## config.mk

```make
export PLATFORM = sky130hd
export DESIGN_NAME = pc_gen
export DESIGN_NICKNAME = d
export VERILOG_FILES = /design/src/rtl/pc_pkg.sv /design/src/rtl/pc_gen.sv
export SDC_FILE = /design/constraint.sdc
export NUM_CORES = 1
export LEC_CHECK = 0
export CAP_MARGIN = 25
export CORE_MARGIN = 3
export CORE_UTILIZATION = 38
export DETAILED_ROUTE_END_ITERATION = 6
export HOLD_SLACK_MARGIN = 0.03
export PLACE_DENSITY = 0.72
export SKIP_CTS_REPAIR_TIMING = 1
export SLEW_MARGIN = 30
export SYNTH_ARGS = -nofsm -noshare
export SYNTH_HDL_FRONTEND = slang
export SYNTH_SLANG_ARGS = --single-unit
export TNS_END_PERCENT = 50
```

## constraint.sdc

```tcl
create_clock -name clk -period 2.5 [get_ports clk]
set_input_delay 0.75 -clock clk [delete_from_list [all_inputs] [get_ports clk]]
set_output_delay 0.75 -clock clk [all_outputs]
set_load 0.02 [all_outputs]
```

## src/rtl/pc_pkg.sv

```systemverilog
// Shared types and default constants for the fetch-stage PC generator.
//   pc_state_e : fetch FSM state encoding
//   pc_t       : PC value at default width
package pc_pkg;

  localparam int unsigned XLEN_DEF       = 32;
  localparam int unsigned INC_DEF        = 4;
  localparam int unsigned ALIGN_LSBS_DEF = 2;

  typedef logic [XLEN_DEF-1:0] pc_t;

  typedef enum logic [1:0] {
    BOOT = 2'd0,
    RUN  = 2'd1,
    HALT = 2'd2
  } pc_state_e;

endpackage : pc_pkg

```

## src/rtl/pc_gen.sv

```systemverilog
// Program-counter generator for the fetch stage.
// Holds the fetch PC and selects the next PC from, highest priority first:
// trap entry, misaligned redirect (handled as a trap), trap return,
// aligned redirect, halt, sequential advance.
// Ports:
//   clk, rst_n            clock, synchronous active-low reset
//   fetch_ready_i         fetch accepts pc_o this cycle
//   stall_i               hold PC
//   halt_i                request halt of fetch
//   redirect_i/_target_i  branch/jump taken and its target
//   trap_i, trap_pc_i,    trap entry, trapping PC, handler base
//   trap_vec_i
//   trap_ret_i            return from trap to epc_o
//   pc_o, pc_valid_o      current fetch PC and its valid flag
//   epc_o                 saved exception PC
//   misalign_o            one-cycle pulse on misaligned redirect
//   halted_o              fetch is halted
module pc_gen
  import pc_pkg::*;
#(
  parameter int unsigned      XLEN       = XLEN_DEF,
  parameter logic [XLEN-1:0]  RESET_VEC  = '0,
  parameter int unsigned      INC        = INC_DEF,
  parameter int unsigned      ALIGN_LSBS = ALIGN_LSBS_DEF
) (
  input  logic            clk,
  input  logic            rst_n,
  input  logic            fetch_ready_i,
  input  logic            stall_i,
  input  logic            halt_i,
  input  logic            redirect_i,
  input  logic [XLEN-1:0] redirect_target_i,
  input  logic            trap_i,
  input  logic [XLEN-1:0] trap_pc_i,
  input  logic [XLEN-1:0] trap_vec_i,
  input  logic            trap_ret_i,
  output logic [XLEN-1:0] pc_o,
  output logic            pc_valid_o,
  output logic [XLEN-1:0] epc_o,
  output logic            misalign_o,
  output logic            halted_o
);

  // Low bits that must be clear in a redirect target; empty when ALIGN_LSBS=0.
  localparam logic [XLEN-1:0] ALIGN_MASK = ~({XLEN{1'b1}} << ALIGN_LSBS);
  localparam logic [XLEN-1:0] INC_W      = XLEN'(INC);

  pc_state_e       state_q, state_d;
  logic [XLEN-1:0] pc_d, epc_d;
  logic            misalign_d;
  logic            pc_valid_d;
  logic            halted_d;
  logic            misaligned;
  logic            advance;

  assign misaligned = redirect_i && (|(redirect_target_i & ALIGN_MASK));
  assign advance    = (state_q == RUN) && pc_valid_o && fetch_ready_i && !stall_i;

  // State register.
  always_ff @(posedge clk) begin
    if (!rst_n) begin
      state_q <= BOOT;
    end else begin
      state_q <= state_d;
    end
  end

  // Next-state and next-PC selection.
  always_comb begin
    state_d    = state_q;
    pc_d       = pc_o;
    epc_d      = epc_o;
    misalign_d = 1'b0;

    unique case (state_q)
      // BOOT presents RESET_VEC unvalidated for one cycle; events are ignored.
      BOOT: state_d = RUN;

      RUN, HALT: begin
        if (trap_i) begin
          pc_d    = trap_vec_i;
          epc_d   = trap_pc_i;
          state_d = RUN;
        end else if (misaligned) begin
          pc_d       = trap_vec_i;
          epc_d      = redirect_target_i;
          misalign_d = 1'b1;
          state_d    = RUN;
        end else if (trap_ret_i) begin
          pc_d    = epc_o;
          state_d = RUN;
        end else if (redirect_i) begin
          pc_d    = redirect_target_i;
          state_d = RUN;
        end else if (halt_i && (state_q == RUN)) begin
          state_d = HALT;
        end else if (advance) begin
          // Wraps modulo 2^XLEN by construction.
          pc_d = pc_o + INC_W;
        end
      end

      default: state_d = BOOT;
    endcase

    pc_valid_d = (state_d == RUN);
    halted_d   = (state_d == HALT);
  end

  // Registered outputs.
  always_ff @(posedge clk) begin
    if (!rst_n) begin
      pc_o       <= RESET_VEC;
      epc_o      <= '0;
      pc_valid_o <= 1'b0;
      misalign_o <= 1'b0;
      halted_o   <= 1'b0;
    end else begin
      pc_o       <= pc_d;
      epc_o      <= epc_d;
      pc_valid_o <= pc_valid_d;
      misalign_o <= misalign_d;
      halted_o   <= halted_d;
    end
  end

endmodule : pc_gen

```

==> impl_metrics.py, run 1 <==
metrics = {
    "clocking": {
        "path_clk_slew_ns": 0.08,
        "h-tree-depth": 3,
        "cts_inserted_buffers": 9,
        "clock-sinks": 69,
        "clockRootBuffer": "clkbuf_8",
        "clockBufferDepth": 2,
        "insertion_delay_ns": 0.36,
        "cts_tree": "built",
    },
    "layout": {
        "n_antenna_cell": 0,
        "nets": 839,
        "drive_gt1_frac": 0.1264,
        "final_cell_count_no_fill": 872,
        "final_cell_mix": "clkdlybuf4s50_1 (169), dfxtp_1 (69), buf_4 (58)",
        "layout_commonest_cell": "clkdlybuf4s50_1",
        "fill_cells": 949,
        "syn2layout_area_growth_pct": 57.08,
    },
    "die": {
        "rows": 37,
        "die_y_um": 111.7,
        "die_w_um": 111.7,
        "dieArea_um2": 12480,
        "coreArea_um2": 10600,
        "start_util": 0.4007,
        "num_io_pins": 171,
    },
    "setup_path": {
        "arrival_ns": 2.69,
        "path_cells": "clkdlybuf4s50_1, o21a_1, or2_2, buf_4, a221oi_1, a21oi_1, a31o_2",
        "required_ns": 2.75,
        "cp-start-kind": "input pin",
        "cpPeakStageDelay_ns": 0.44,
        "r2r_setup_slack_ns": 0.24,
        "crit_fanout": 8,
        "criticalPathCategory": "in2reg",
        "cp_slowest_cell": "clkdlybuf4s50_1",
        "cp-end-kind": "flip-flop",
        "reg2regPathDepth": 6,
    },
    "power_and_ir_drop": {
        "pwr-share-seq": 0.386,
        "power_switching_share": 0.3275,
        "intPower_mw": 2.331,
        "p_per_area_nw_per_um2": 519.4,
        "p_leak_nw": 2.560,
        "peakVddDrop_mv": 0.2873,
        "power_frac_clock": 0.290,
        "p_switching_mw": 1.135,
        "combPwrFrac": 0.324,
    },
    "sta": {
        "finalCriticalPeriod_ns": 2.432,
        "skew_ns": 0.009720,
        "final.setup.worst_slack_ns": 0.06750,
        "worstMarginPinSlew_ns": 0.9830,
        "final-hold-violation-count": 0,
        "rsz0062_at_grt": "no",
        "setup_violations": 0,
        "min_period_over_period": 0.9730,
        "max_slew_margin": 0.3440,
        "max_freq_mhz": 411.1,
        "slew_violations": 0,
    },
    "synth": {
        "synthFlopType": "dfxtp_1",
        "synth.avg_cell_area_um2": 8.000,
        "yosysWarningCount": 0,
        "syn_area_um2": 4248,
        "synth_cells": 531,
        "synthDistinctLibCells": 58,
        "ys_seq_area_frac": 0.3252,
        "ys_ff_latch": 69,
        "synth_fp_nets": 639,
        "async_reset_ff_frac": 0,
        "synth_edf_count": 0,
    },
    "global_route": {
        "grt_use_met3": 0.04239,
        "use_met2": 0.4025,
        "grt_util_all_layers": 0.2717,
        "grt.busiest_layer": "met1",
        "grt_max_degree": 65,
        "grt_pass1_vias": 4861,
        "antenna_found_initial": 0,
        "grt_remaining_overflow": 0,
        "grt_pass1_wl_um": 27310,
        "grtUsageMet1": 0.4071,
    },
    "drt": {
        "ant_nets": 0,
        "vias": 5095,
        "post_drt_via_cell_ratio": 5.843,
        "wirelength_um": 17310,
        "drc": 0,
        "wl_per_cell_um": 19.85,
        "first_iter_violations": 447,
        "dr.pass1.iters": 5,
    },
    "placed_design": {
        "dpl.hpwl_um": 13360,
        "dp_cells": 856,
        "routabilityCongestion": 0.9243,
        "portBuffers": 170,
        "post-place-ws_ns": -0.2737,
    },
    "run": {
        "drv_cap": 0,
    },
    "min_path": {
        "hold_class": "reg2reg",
        "min_path_cells": 2,
    },
    "outcome": {
        "status": "complete, no violations",
    },
}
-- stage by stage --
| step | total power [mW] | cell area (um2) | util | hold WS [ns] | TNS, ns |
|---|---|---|---|---|---|
| global route | 3.620 | 6673 | 0.6294 | 0.4850 | 0 |
| finish | 3.466 | 6673 | 0.6294 | 0.4851 | 0 |
| floorplan | 1.844 | 4248 | - | 0.5315 | 0 |
| global placement | 2.450 | 6466 | 0.6099 | 0.4724 | -2.602 |
| detailed placement | 2.467 | 6466 | 0.6099 | 0.4662 | -3.788 |
| CTS | 3.456 | 6673 | 0.6294 | 0.4777 | 0 |
-- final timing paths --
kind | from | end
worst min register to register | pc_o[24] | pc_o[24]
worst max-delay path | redirect_target_i[0] | pc_o[18]
worst max register to register | pc_o[2] | pc_o[12]
worst min-delay path | pc_o[24] | pc_o[24]
-- registers in the layout, indices dropped and copies added (netlist names) --
| signal | cells |
|---|---|
| epc_o | 32 |
| halted_o | 1 |
| misalign_o | 1 |
| pc_o | 32 |
| pc_valid_o | 1 |
| state_q | 2 |
-- metal layers --
layer | part of all wire | vias up
met1 | 0.44 | 2376
li1 | - | 2420
met3 | 0.094 | 23
met5 | 0 | -
met4 | 0.018 | 0
met2 | 0.45 | 276
-- critical path, delay by kind of cell --
family | cells | cell delay (ns)
AOI/OAI and AO/OA | 4 | 0.97
buffers and inverters | 2 | 0.63
and+or+nand+nor | 1 | 0.33
-- synth_stat cells (all sizes together), types with 5 or more instances --
cell type / count / area share
nor2: 51 / 0.045
a211oi: 38 / 0.067
a31oi: 8 / 0.012
nand3: 19 / 0.022
clkbuf: 26 / 0.023
mux2i: 36 / 0.085
dfxtp: 69 / 0.33
o211ai: 10 / 0.018
nand4: 11 / 0.020
nor2b: 5 / 0.0074
buf: 17 / 0.018
o21a: 5 / 0.0088
and3: 10 / 0.015
o221ai: 7 / 0.014
a21oi: 25 / 0.029
nand2: 41 / 0.036
a22oi: 5 / 0.0088
nor3: 11 / 0.013
xnor2: 7 / 0.014
inv: 13 / 0.011
o22ai: 8 / 0.012
a221oi: 9 / 0.019
nor4: 9 / 0.017
xor2: 6 / 0.012
o21ai: 33 / 0.039
a311oi: 5 / 0.010
-- cell families (layout without fill, tap and decap cells) --
family	Yosys count	after routing	share of synthesized area
multiplexers	37	37	0.08748
AND/OR/NAND/NOR	175	175	0.2074
flip-flops	69	69	0.3252
buffers and inverters	56	261	0.05272
adder cells (fa/ha/maj)	4	4	0.01178
AO/OA/AOI/OAI	177	177	0.2887
XOR/XNOR	13	13	0.02680
-- cell type report --
type	instances	area, um2	area share
timing repair buffer	232	2212	0.3315
clock buffer	11	131.4	0.01969
multi-input combinational	406	2654	0.3977
sequential	69	1381	0.2070
tap	136	170.2	0.02550
clock inverter	5	75.07	0.01125
inverter	13	48.80	0.007313
-- power by group through the flow --
| stage | registers (mW) | logic, mW | clock network [mW] |
|---|---|---|---|
| 2_1_floorplan | 1.44 | 0.400 | 0 |
| 3_5_place_dp | 1.36 | 1.11 | 0 |
| 3_3_place_gp | 1.36 | 1.09 | 0 |
| 4_1_cts | 1.33 | 1.12 | 1.01 |
| 6_report | 1.34 | 1.12 | 1.01 |
| 5_1_grt | 1.35 | 1.20 | 1.07 |
No activity file was read; power rests on OpenSTA's default activity.
==> run 2, diff against run 1 <==
--- a/config.mk
+++ b/config.mk
@@ -10,7 +10,8 @@
 export CORE_UTILIZATION = 38
 export DETAILED_ROUTE_END_ITERATION = 6
 export HOLD_SLACK_MARGIN = 0.03
-export PLACE_DENSITY = 0.72
+export PLACE_DENSITY = 0.75
+export REMOVE_ABC_BUFFERS = 1
 export SKIP_CTS_REPAIR_TIMING = 1
 export SLEW_MARGIN = 30
 export SYNTH_ARGS = -nofsm -noshare
==> constraint.sdc (replaced) <==
create_clock -name clk -period 2.1 [get_ports clk]
set_input_delay 0.63 -clock clk [delete_from_list [all_inputs] [get_ports clk]]
set_output_delay 0.63 -clock clk [all_outputs]
set_load 0.02 [all_outputs]
==> run 2 against run 1 <==
- the flow now finishes with violations (negative setup slack)
- wire length shrank 3.5%
- utilization is 2.9 points higher
- register-to-register slack lost 0.14 ns
- non-clock buffer count is 12 higher
- global-route usage fell by 2.1 points
- cell count grew 1.5%
- design area grew 4.7%
- setup slack worse by 0.097 ns
- worst hold slack improved by 0.014 ns
- critical path depth decreased by 1
- clock skew rose by 0.0050 ns
- critical path type unchanged
- largest cell class unchanged
- highest routed layer unchanged
==> impl_metrics.py, run 2 (same netlist as run 1, synthesis figures left out) <==
metrics = {
    "sta": {
        "final.setup.worst_slack_ns": -0.02925,
        "max_slew_margin": 0.6639,
        "skew_ns": 0.01475,
        "min_period_over_period": 1.014,
        "slew_violations": 0,
        "finalCriticalPeriod_ns": 2.129,
        "final-hold-violation-count": 0,
        "max_freq_mhz": 469.6,
        "setup_violations": 1,
        "worstMarginPinSlew_ns": 0.5042,
        "rsz0062_at_grt": "yes",
    },
    "layout": {
        "final_cell_mix": "clkdlybuf4s50_1 (147), dfxtp_1 (69), buf_4 (65)",
        "n_antenna_cell": 0,
        "syn2layout_area_growth_pct": 64.42,
        "multi_input_area_um2": 2773,
        "fill_cells": 871,
        "nets": 852,
        "layout_commonest_cell": "clkdlybuf4s50_1",
        "regArea_um2": 1381,
        "drive_gt1_frac": 0.1682,
        "top_regs": "epc_o (32), pc_o (32), state_q (2)",
    },
    "placed_design": {
        "portBuffers": 170,
        "dpl.hpwl_um": 12450,
        "post-place-ws_ns": -0.6027,
        "routabilityCongestion": 0.9092,
    },
    "outcome": {
        "status": "complete, but fails checks",
        "violations": "negative setup slack",
    },
    "clocking": {
        "clockRootBuffer": "clkbuf_8",
        "clockBufferDepth": 2,
        "h-tree-depth": 3,
        "path_clk_slew_ns": 0.08,
        "insertion_delay_ns": 0.35,
        "cts_tree": "built",
        "cts_inserted_buffers": 9,
        "clock-sinks": 69,
    },
    "setup_path": {
        "cp-start-kind": "input pin",
        "criticalPathCategory": "in2reg",
        "cp-end-kind": "flip-flop",
        "crit_family": "compound AO/OA/AOI/OAI gates",
        "cp_slowest_cell": "clkdlybuf4s50_1",
        "crit_fanout": 8,
        "required_ns": 2.34,
        "critPathBufInv": 1,
        "cpPeakStageDelay_ns": 0.47,
        "path_cells": "clkdlybuf4s50_1, o21a_4, or2_4, a2111oi_1, and3_1, nor4_1",
        "arrival_ns": 2.37,
    },
    "run": {
        "drv_cap": 0,
    },
    "drt": {
        "post_drt_via_cell_ratio": 5.880,
        "drc": 0,
        "wl_per_cell_um": 18.86,
        "first_iter_violations": 368,
        "dr.pass1.iters": 5,
        "wirelength_um": 16690,
        "ant_nets": 0,
        "vias": 5204,
    },
    "die": {
        "num_io_pins": 171,
        "coreArea_um2": 10600,
        "die_y_um": 111.7,
        "die_w_um": 111.7,
        "rows": 37,
        "start_util": 0.4007,
        "dieArea_um2": 12480,
    },
    "global_route": {
        "grt_pass1_vias": 5202,
        "grt_util_all_layers": 0.2510,
        "grt_pass1_wl_um": 25810,
        "grt_remaining_overflow": 0,
        "antenna_found_initial": 0,
        "grt_max_degree": 31,
    },
    "power_and_ir_drop": {
        "p_per_area_nw_per_um2": 603.8,
        "peakVddDrop_mv": 0.3576,
        "power_switching_share": 0.3290,
        "intPower_mw": 2.830,
        "pwr-share-seq": 0.368,
        "power_frac_clock": 0.295,
        "combPwrFrac": 0.338,
        "p_switching_mw": 1.387,
        "power.total_mw": 4.217,
        "p_leak_nw": 2.991,
    },
    "min_path": {
        "hold_class": "reg2reg",
    },
}
-- run 2: changes by cell type in the layout (fill, tap and decap cells not counted), sizes merged --
cell	previous run	this run
buf	63	75
clkbuf	11	9
clkdlybuf4s50	169	147
clkinvlp	0	1
dlymetal6s2s	0	22
inv	13	14
or2	2	3
-- run 2: metrics by stage --
step	instances	instance area, um2	util	hold WS [ns]	setup TNS [ns]
3_5_place_dp	867	6568	0.6195	0.4888	-33.50
5_1_grt	885	6984	0.6588	0.5246	-0.05529
4_1_cts	883	6790	0.6405	0.5030	-9.696
6_report	885	6984	0.6588	0.4994	-0.02925
2_1_floorplan	488	4073	-	0.5302	-33.81
3_3_place_gp	867	6568	0.6195	0.4563	-28.80
-- run 2: power groups by stage --
stage	Combinational, mW	Sequential, mW	Clock [mW]
after CTS	1.38	1.55	1.26
after global routing	1.52	1.57	1.29
after global placement	1.35	1.57	0
after detailed placement	1.37	1.58	0
final	1.42	1.55	1.24
after floorplan	0.421	1.72	0
-- run 2: final cells by class --
class,count,share of cell area
Clock buffer,9,0.01774
Clock inverter,7,0.01415
Multi-Input combinational cell,407,0.3970
Timing Repair Buffer,244,0.3420
Inverter,13,0.006987
Sequential cell,69,0.1978
Tap cell,136,0.02436
-- run 2: path summary, 6_finish.rpt --
kind / slack (ns) / cells past startpoint / end / from
min: 0.50 / 2 / pc_o[24] / pc_o[24]
max: -0.03 / 6 / pc_o[27] / redirect_target_i[1]
max reg2reg: 0.10 / 8 / pc_o[27] / state_q[0]
min reg2reg: 0.50 / 2 / pc_o[24] / pc_o[24]
-- run 2: worst register-to-register path: stages (launching register included) --
cell	delay, ns
dfxtp_1	0.39
inv_1	0.10
ha_4	0.31
o31a_1	0.25
a41oi_2	0.08
buf_6	0.19
a2111oi_1	0.31
and3_1	0.22
nor4_1	0.05
-- run 2: layer usage --
| layer | track usage | routed length (um) | vias up |
|---|---|---|---|
| met1 | 0.3068 | 6813 | 2443 |
| met3 | 0.07120 | 1471 | 38 |
| met5 | 0 | 0 | - |
| met4 | 0.06569 | 312 | 0 |
| li1 | - | - | 2448 |
| met2 | 0.4333 | 8094 | 275 |
==> run 3, diff against run 2 <==
--- a/config.mk
+++ b/config.mk
@@ -10,7 +10,7 @@
 export CORE_UTILIZATION = 38
 export DETAILED_ROUTE_END_ITERATION = 6
 export HOLD_SLACK_MARGIN = 0.03
-export PLACE_DENSITY = 0.75
+export PLACE_DENSITY = 0.72
 export REMOVE_ABC_BUFFERS = 1
 export SKIP_CTS_REPAIR_TIMING = 1
 export SLEW_MARGIN = 30
==> constraint.sdc (replaced) <==
create_clock -name clk -period 2.4 [get_ports clk]
set_input_delay 0.72 -clock clk [delete_from_list [all_inputs] [get_ports clk]]
set_output_delay 0.72 -clock clk [all_outputs]
set_load 0.02 [all_outputs]
==> run 3 against run 2 <==
- the flow now finishes without violations
- wire length down 1.5%
- total power down 17%
- clock power down 26%
- combinational power down 17%
- sequential share of layout area up 0.64 points
- via count down 1.2%
- global-route usage up 0.51 points
- sequential power down 10%
- sequential cell count unchanged
- register-to-register slack better by 0.13 ns
- critical path type unchanged
- critical endpoint is now pc_o[11]
- largest cell class unchanged
==> impl_metrics.py, run 3 (same netlist as run 1, synthesis figures left out) <==
metrics = {
    "sta": {
        "fin_setup_tns_ns": 0,
        "holdWs_ns": 0.4945,
        "final-hold-violation-count": 0,
        "rsz0062_at_grt": "no",
        "min_period_over_period": 0.9674,
        "slew_violations": 0,
        "setup_violations": 0,
        "skew_ns": 0.01420,
        "final.setup.worst_slack_ns": 0.07829,
        "worstMarginPinSlew_ns": 0.5190,
        "finalCriticalPeriod_ns": 2.322,
        "max_freq_mhz": 430.7,
        "max_slew_margin": 0.6451,
    },
    "die": {
        "dieArea_um2": 12480,
        "die_y_um": 111.7,
        "rows": 37,
        "num_io_pins": 171,
        "die_w_um": 111.7,
        "coreArea_um2": 10600,
        "start_util": 0.4007,
    },
    "layout": {
        "final_cell_mix": "clkdlybuf4s50_1 (168), dfxtp_1 (69), buf_4 (55)",
        "final_cell_count_no_fill": 875,
        "drive_gt1_frac": 0.1367,
        "layout_commonest_cell": "clkdlybuf4s50_1",
        "fill_cells": 900,
        "top_regs": "epc_o (32), pc_o (32), state_q (2)",
        "nets": 842,
        "n_antenna_cell": 0,
        "syn2layout_area_growth_pct": 59.23,
    },
    "drt": {
        "wirelength_um": 16440,
        "first_iter_violations": 353,
        "vias": 5139,
        "wl_per_cell_um": 18.79,
        "post_drt_via_cell_ratio": 5.873,
        "drc": 0,
        "ant_nets": 0,
        "dr.pass1.iters": 5,
    },
    "global_route": {
        "antenna_found_initial": 0,
        "grt_pass1_wl_um": 26380,
        "grt_util_all_layers": 0.2561,
        "grt_pass1_vias": 5114,
        "grt_max_degree": 42,
        "grt_remaining_overflow": 0,
    },
    "clocking": {
        "clockBufferDepth": 2,
        "h-tree-depth": 3,
        "cts_tree": "built",
        "insertion_delay_ns": 0.36,
        "cts_inserted_buffers": 9,
        "path_clk_slew_ns": 0.08,
        "clockRootBuffer": "clkbuf_8",
        "clock-sinks": 69,
    },
    "power_and_ir_drop": {
        "p_leak_nw": 2.583,
        "peakVddDrop_mv": 0.2817,
        "p_per_area_nw_per_um2": 515.0,
    },
    "setup_path": {
        "cp-start-kind": "input pin",
        "cp-end-kind": "flip-flop",
        "criticalPathCategory": "in2reg",
        "crit_fanout": 13,
        "required_ns": 2.66,
        "arrival_ns": 2.58,
    },
    "min_path": {
        "hold_class": "reg2reg",
    },
    "placed_design": {
        "dpl.hpwl_um": 12510,
        "routabilityCongestion": 0.9116,
        "portBuffers": 170,
        "post-place-ws_ns": -0.2963,
        "dp_cells": 859,
    },
    "outcome": {
        "status": "complete, no violations",
    },
    "run": {
        "drv_cap": 0,
    },
}
## run 3: cell count changes in the layout (fill, tap and decap cells not counted), moves of 3 or more
cell / previous run / this run
a221oi_1: 6 / 9
a221oi_2: 3 / 0
buf_12: 5 / 10
buf_4: 65 / 55
buf_6: 3 / 0
clkdlybuf4s50_1: 147 / 168
clkinvlp_4: 1 / 4
dlymetal6s2s_1: 22 / 1
## run 3: report_power, final
part	leakage, nW	total [mW]	internal [mW]	switching, mW
clock	0.0836	0.917	0.429	0.488
combinational	1.93	1.18	0.616	0.565
sequential	0.569	1.39	1.25	0.133
## run 3: per-stage QoR
step	power [mW]	cell area [um2]	utilization
after floorplan	1.875	4073	-
after global placement	2.558	6570	0.6197
after detailed placement	2.581	6570	0.6197
after CTS	3.482	6756	0.6373
after global routing	3.641	6764	0.6380
final	3.483	6764	0.6380
## run 3: metal layers
metal  share of wire  wire length, um  track usage  vias to the layer above
met5               0                0            0                        -
met4           0.021              350      0.09002                        0
met3           0.086             1422      0.06413                       44
met2            0.47             7749       0.4193                      285
met1            0.42             6919       0.3278                     2373
li1                -                -            -                     2437
## run 3: worst max-delay path: stages
cell	delay [ns]
clkdlybuf4s50_1	0.41
buf_4	0.19
o31a_1	0.35
a41oi_2	0.20
buf_4	0.23
nor2_1	0.12
o211ai_1	0.11
nor4b_1	0.25
## run 3: worst paths after layout
check | start | to | slack [ns] | depth (start not counted)
max reg2reg | pc_o[11] | pc_o[18] | 0.23 | 5
min | pc_o[24] | pc_o[24] | 0.49 | 2
min reg2reg | pc_o[24] | pc_o[24] | 0.49 | 2
max | redirect_i | pc_o[11] | 0.08 | 8
## run 3: final cells by class
class	instances	area [um2]	share of cell area
Clock buffer	11	151.4	0.02238
Clock inverter	5	35.03	0.005179
Inverter	13	48.80	0.007214
Multi-Input combinational cell	406	2665	0.3940
Sequential cell	69	1381	0.2042
Tap cell	136	170.2	0.02516
Timing Repair Buffer	235	2312	0.3418
